<file path="src/rtl/hazard_scoreboard.sv">
// hazard_scoreboard
// Hazard and forwarding unit for the pipelined MIPS core. A shift register of
// in-flight destination records, one slot per stage after ID, replaces fixed
// EX/MEM and MEM/WB comparators. Slot 0 is EX and slot DEPTH-1 is WB.
//
// Ports
//   i_clk, i_rst_n        clock (rising edge) and asynchronous active-low reset
//   i_id_valid            ID holds a real instruction
//   i_id_rs, i_id_rt      source registers of the ID instruction
//   i_id_use_rs/_rt       the operand is actually read
//   i_id_wr_en, i_id_rd   the ID instruction writes register i_id_rd
//   i_id_is_load          the ID instruction is a load
//   i_id_branch_taken     branch resolved taken in ID
//   o_stall               combinational load-use interlock request
//   o_pc_write            PC enable (= ~stall)
//   o_if_id_write         IF/ID enable (= ~stall)
//   o_if_flush            flush IF on a taken branch that is actually issuing
//   o_issue               ID instruction moves into EX this cycle
//   o_fwd_a, o_fwd_b      registered forward selects for the instruction in EX
//                         (0 = register file, k = result of stage k)
//   o_stall_count         saturating count of stall cycles
module hazard_scoreboard #(
   parameter int REG_AW   = 5,
   parameter int DEPTH    = 3,
   parameter int LOAD_LAT = 1,
   localparam int FW      = $clog2(DEPTH)
) (
   input  logic              i_clk,
   input  logic              i_rst_n,
   input  logic              i_id_valid,
   input  logic [REG_AW-1:0] i_id_rs,
   input  logic [REG_AW-1:0] i_id_rt,
   input  logic              i_id_use_rs,
   input  logic              i_id_use_rt,
   input  logic              i_id_wr_en,
   input  logic [REG_AW-1:0] i_id_rd,
   input  logic              i_id_is_load,
   input  logic              i_id_branch_taken,
   output logic              o_stall,
   output logic              o_pc_write,
   output logic              o_if_id_write,
   output logic              o_if_flush,
   output logic              o_issue,
   output logic [FW-1:0]     o_fwd_a,
   output logic [FW-1:0]     o_fwd_b,
   output logic [15:0]       o_stall_count
);

   typedef struct packed {
      logic              v;
      logic              wr;
      logic [REG_AW-1:0] rd;
      logic              ld;
   } slot_t;

   slot_t             r_slot [DEPTH];
   logic [FW-1:0]     r_fwd_a;
   logic [FW-1:0]     r_fwd_b;
   logic [15:0]       r_stall_count;

   logic [FW-1:0]     w_sel_a;
   logic [FW-1:0]     w_sel_b;
   logic              w_late_a;
   logic              w_late_b;
   logic              w_stall;
   logic              w_issue;

   // Searches the matchable slots from oldest to youngest so the youngest
   // producer overwrites any older one. The WB slot is excluded because the
   // register file is write-first. Returns {late, select}.
   function automatic logic [FW:0] lookup(input logic use_x,
                                          input logic [REG_AW-1:0] reg_x);
      logic [FW-1:0] sel;
      logic          late;
      sel  = '0;
      late = 1'b0;
      for (int j = DEPTH - 2; j >= 0; j--) begin
         if (use_x && r_slot[j].v && r_slot[j].wr &&
             (r_slot[j].rd == reg_x) && (reg_x != '0)) begin
            sel  = FW'(j + 1);
            late = r_slot[j].ld && ((j + 1) < (1 + LOAD_LAT));
         end
      end
      return {late, sel};
   endfunction

   always_comb begin
      {w_late_a, w_sel_a} = lookup(i_id_use_rs, i_id_rs);
      {w_late_b, w_sel_b} = lookup(i_id_use_rt, i_id_rt);
   end

   // A taken branch held by an interlock must not flush yet; it flushes when
   // it finally issues.
   assign w_stall       = i_id_valid & (w_late_a | w_late_b);
   assign w_issue       = i_id_valid & ~w_stall;
   assign o_stall       = w_stall;
   assign o_pc_write    = ~w_stall;
   assign o_if_id_write = ~w_stall;
   assign o_if_flush    = i_id_branch_taken & i_id_valid & ~w_stall;
   assign o_issue       = w_issue;
   assign o_fwd_a       = r_fwd_a;
   assign o_fwd_b       = r_fwd_b;
   assign o_stall_count = r_stall_count;

   // A stalled ID instruction leaves a bubble in EX while the older records
   // keep advancing toward WB.
   always_ff @(posedge i_clk or negedge i_rst_n) begin
      if (!i_rst_n) begin
         for (int j = 0; j < DEPTH; j++) begin
            r_slot[j] <= '0;
         end
         r_fwd_a       <= '0;
         r_fwd_b       <= '0;
         r_stall_count <= '0;
      end else begin
         if (w_issue) begin
            r_slot[0] <= '{v: 1'b1, wr: i_id_wr_en, rd: i_id_rd, ld: i_id_is_load};
            r_fwd_a   <= w_sel_a;
            r_fwd_b   <= w_sel_b;
         end else begin
            r_slot[0] <= '0;
            r_fwd_a   <= '0;
            r_fwd_b   <= '0;
         end
         for (int j = 1; j < DEPTH; j++) begin
            r_slot[j] <= r_slot[j-1];
         end
         if (w_stall && (r_stall_count != 16'hFFFF)) begin
            r_stall_count <= r_stall_count + 16'd1;
         end
      end
   end

endmodule

</file>
<file path="config.mk">
export PLATFORM = sky130hd
export DESIGN_NAME = hazard_scoreboard
export DESIGN_NICKNAME = d
export VERILOG_FILES = /design/src/rtl/hazard_scoreboard.sv
export SDC_FILE = /design/constraint.sdc
export NUM_CORES = 1
export LEC_CHECK = 0
export CAP_MARGIN = 20
export CORE_MARGIN = 1.5
export CORE_UTILIZATION = 42
export CTS_CLUSTER_DIAMETER = 200
export DETAILED_ROUTE_END_ITERATION = 12
export GPL_ROUTABILITY_DRIVEN = 0
export PLACE_DENSITY = 0.72
export RECOVER_POWER = 25
export SYNTH_ARGS = -nofsm -noshare
export SYNTH_HDL_FRONTEND = slang
export SYNTH_SLANG_ARGS = --single-unit
</file>
<file path="constraint.sdc">
create_clock -name i_clk -period 2.2 [get_ports i_clk]
set_clock_uncertainty 0.15 [all_clocks]
set_input_delay 0.33 -clock i_clk [delete_from_list [all_inputs] [get_ports i_clk]]
set_output_delay 0.33 -clock i_clk [all_outputs]
set_load 0.01 [all_outputs]
</file>
==> results.rst <==
.. list-table::
   :header-rows: 1

   * - Metric
     - Value
   * - Result of the run
     - finished, violations left
   * - Violations in the final reports
     - negative setup slack
   * - Unrepaired setup endpoints after global routing
     - yes
   * - Worst Setup End Kind
     - flop
   * - Number of global-route vias before repair
     - 1379
   * - Number of warnings reported in the yosys synthesis log
     - 0
   * - Total Routing Usage GR
     - 0.210
   * - Sequential element share of the synthesized area
     - 0.545
   * - Fmax
     - 398 MHz
   * - Time the worst path needs with I/O delays and setup
     - between 2 and 3 ns
   * - CTS Hold Bufs
     - 0
   * - Horiz. Die Dim
     - 64.9 microns
   * - Top cell by count, worst path
     - buf_6
   * - Library cell with the highest instance count after synthesis
     - dfrtp_1
   * - Vias after detailed routing
     - 1339
   * - GR Overflow Total
     - 0
   * - Clock tree buffer depth
     - 2
   * - Register-to-Register Path Depth
     - 9
   * - Area taken by multi-input logic gates
     - 860 sq um
   * - Clk_lat worst skew
     - just under 0.3 ns
   * - Highest fanout seen on the critical path
     - 5
   * - TritonCTS clock tree
     - built
   * - Period Utilization, post-route
     - 1.14
   * - Leading cell types by total area after synthesis
     - dfrtp_1 54%, xnor2_1 14%, xor2_1 4.9%
   * - CP Depth
     - 9
   * - Most frequent cells after synthesis
     - 35 x dfrtp_1, 26 x xnor2_1, 9 x and2_1, 9 x nand2_1, 9 x xor2_1
   * - Share of layout cells above drive strength 1
     - 0.321
   * - Post-synth EDFFs
     - 0
   * - Clock slew at the register clock pins of the worst setup and hold paths
     - about 0.080 ns
   * - Data required time at the worst endpoint
     - 2.22 ns
   * - Die height
     - 64.9 microns
   * - Final core utilization
     - 0.732
   * - Slowest cell on the critical path
     - or4_4
   * - Cell count after synthesis
     - 138
   * - Critical path arrival
     - 2.53 ns
   * - Number of buffer and inverter stages on the critical path
     - 4
   * - Worst supply voltage drop on vdd
     - 373 uV
   * - CP cell instances
     - buf_4 > xnor2_2 > nand4_1 > or4_4 > buf_6 > buf_6 > a211oi_4 > buf_12 > mux2_4
   * - WHS
     - 0.231 ns
   * - Top delay family on crit path
     - buffers and inverters
   * - Register-to-register setup slack
     - -0.31 ns
   * - Setup WS post-layout
     - -0.310 ns
   * - Residual antenna-violating net count after detailed routing
     - 0
   * - Number of hold violations in the final report
     - 0
   * - Core Box Area
     - 3660 sq um
   * - Worst Hold End
     - r_slot[14]$_DFF_PN0_
   * - Mapped Area
     - 1610 sq um
   * - Worst setup path category
     - reg -> reg
   * - Mean area per synthesized cell
     - between 10 and 15 sq um
   * - Number of design-rule violations left by the first detailed-router iteration
     - 56
   * - Clock sink count
     - 35
   * - Routed WL
     - about 4.0 mm
   * - Delay of the slowest critical-path stage
     - 0.45 ns
   * - Library cell used as clock root buffer
     - clkbuf_8
   * - Remaining routing DRC violations
     - 0
   * - Port Buffers
     - between 40 and 50
   * - Maximum capacitance violations
     - 0
   * - # nets final
     - about 240
   * - Inserted Clock Buffers
     - 5
   * - Wire length of the first global-routing pass
     - 6.62 mm
   * - Area overhead of the layout relative to synthesis
     - 66.6%
   * - Net Count, Synth
     - roughly 160
   * - Final HPWL from detailed placement
     - 2.76 mm
   * - Post-synthesis cell type count
     - 26
   * - Areal power density over the cells
     - around 570 nW/um^2
   * - Leakage
     - 1.26 nW
   * - Terminus of the critical flop-to-flop path
     - o_stall_count[1]$_DFFE_PN0P_
   * - Synthesis-stage register bit count
     - 35
   * - I/O pin count
     - 48
   * - Routed len/inst
     - 14.8 microns
   * - Via/cell ratio
     - 4.98
   * - Depth of the worst hold-timing path
     - 0
   * - Total number of H-tree levels
     - 2
   * - Tightest Hold Check Type
     - reg -> reg
   * - Die area
     - between 4000 and 5000 sq um
   * - Starting density of the core
     - 0.439
   * - Kind of start point of the critical path
     - flop
   * - Count of pins over their slew limit
     - 0
   * - Largest net degree at the start of global routing
     - 36
   * - Library cell occupying the most area in the post-synthesis netlist
     - dfrtp_1
   * - First-pass iteration count of the detailed router
     - 4
   * - Final-report setup violation count
     - 20
   * - Worst Tran Pin Value
     - 0.836 ns
   * - Start point of the worst hold path
     - r_slot[22]$_DFF_PN0_
   * - Total of fill cells in the finished design
     - 260
   * - Slew margin rel.
     - 0.443
   * - Antenna violations before repair
     - 0
   * - Reg-to-reg critical path startpoint
     - r_slot[20]$_DFF_PN0_
   * - Most instantiated flip-flop cell in the synthesis netlist
     - dfrtp_1
   * - Area share of the leading cell type in the synthesized netlist
     - 0.545
   * - Number of rows in the core area
     - 22
   * - Async set or reset register ratio after synthesis
     - 1.00
   * - FF+latch area
     - 876 sq um
   * - Total inserted antenna cells
     - 0
## sequential cells by signal, summed over array words and instances (netlist names)
register and count:
r_slot 15, o_fwd_a 2, o_fwd_b 2, o_stall_count 16
## metrics by stage
stage               cells  instance area, sq um  setup slack (ns)  TNS, ns  power (W)
floorplan             138                  1640           -0.0265  -0.0265   0.000726
global placement      252                  2320            -0.929   -14.40   0.000820
detailed placement    252                  2320             -1.03   -15.47   0.000826
CTS                   269                  2600            -0.322    -4.21    0.00152
global route          269                  2680            -0.422    -6.19    0.00158
finish                269                  2680            -0.310    -3.53    0.00152
## where the power goes
group          switching, W  total [W]  leakage [nW]  internal [W]
combinational     0.0000637   0.000155         0.725     0.0000909
clock              0.000240   0.000692        0.0644      0.000452
sequential        0.0000136   0.000672         0.470      0.000658
total              0.000317    0.00152          1.26       0.00120
## metal layers
layer / part of all wire / vias to the layer above / GRT usage
met4: 0.0098 / 0 / 0.0824
met1: 0.45 / 669 / 0.271
met5: 0 / - / 0
met3: 0.037 / 4 / 0.0503
met2: 0.51 / 28 / 0.340
li1: - / 638 / -
## area by class of cell
cell class	count	area share
flip-flops and latches	35	0.327
multi-input cells	97	0.321
repair buffers	79	0.276
clock buffers	5	0.0257
clock inverters	3	0.0252
well taps	48	0.0224
inverters	2	0.00280
## cells in the final DEF (no fill, tap or decap), types with 3 or more instances in the layout
master	instances
and2_1	7
xor2_1	9
nand3_1	5
xnor2_1	19
and3_1	7
xnor2_2	7
or4_4	3
dlygate4sd2_1	10
buf_4	20
buf_6	13
nand2_1	5
clkbuf_8	5
dfrtp_1	35
clkdlybuf4s50_1	31
nand2_4	3
nand4_1	6
## how the worst max path moves through the flow
stage,start,end,slack [ns]
after floorplan,r_slot[19]$_DFF_PN0_,o_if_flush,-0.03
after global placement,i_id_rs[0],o_if_flush,-0.93
after detailed placement,i_id_rt[0],o_if_flush,-1.03
after CTS,r_slot[19]$_DFF_PN0_,o_if_flush,-0.32
after global routing,r_slot[20]$_DFF_PN0_,o_if_id_write,-0.42
final,r_slot[20]$_DFF_PN0_,o_stall_count[1]$_DFFE_PN0P_,-0.31
## kinds of logic after synthesis
group                      count (synthesis)  share of synthesized area
buffers and inverters                      6                     0.0179
xor gates and xnor gates                  35                      0.191
and+or+nand+nor                           52                      0.187
muxes                                      1                    0.00700
DFF                                       35                      0.545
adders and majority gates                  1                    0.00778
AOI/OAI and AO/OA                          8                     0.0451
## what timing repair did
| action | CTS | global route |
|---|---|---|
| cloned | 1 | 0 |
| pin swaps | 15 | 9 |
| gates resized for setup | 55 | 17 |
| setup endpoints to repair | 27 | 27 |
| buffers inserted | 8 | 2 |
| endpoints found under the hold margin | 0 | 0 |
Power figures use the tool's default switching activity.
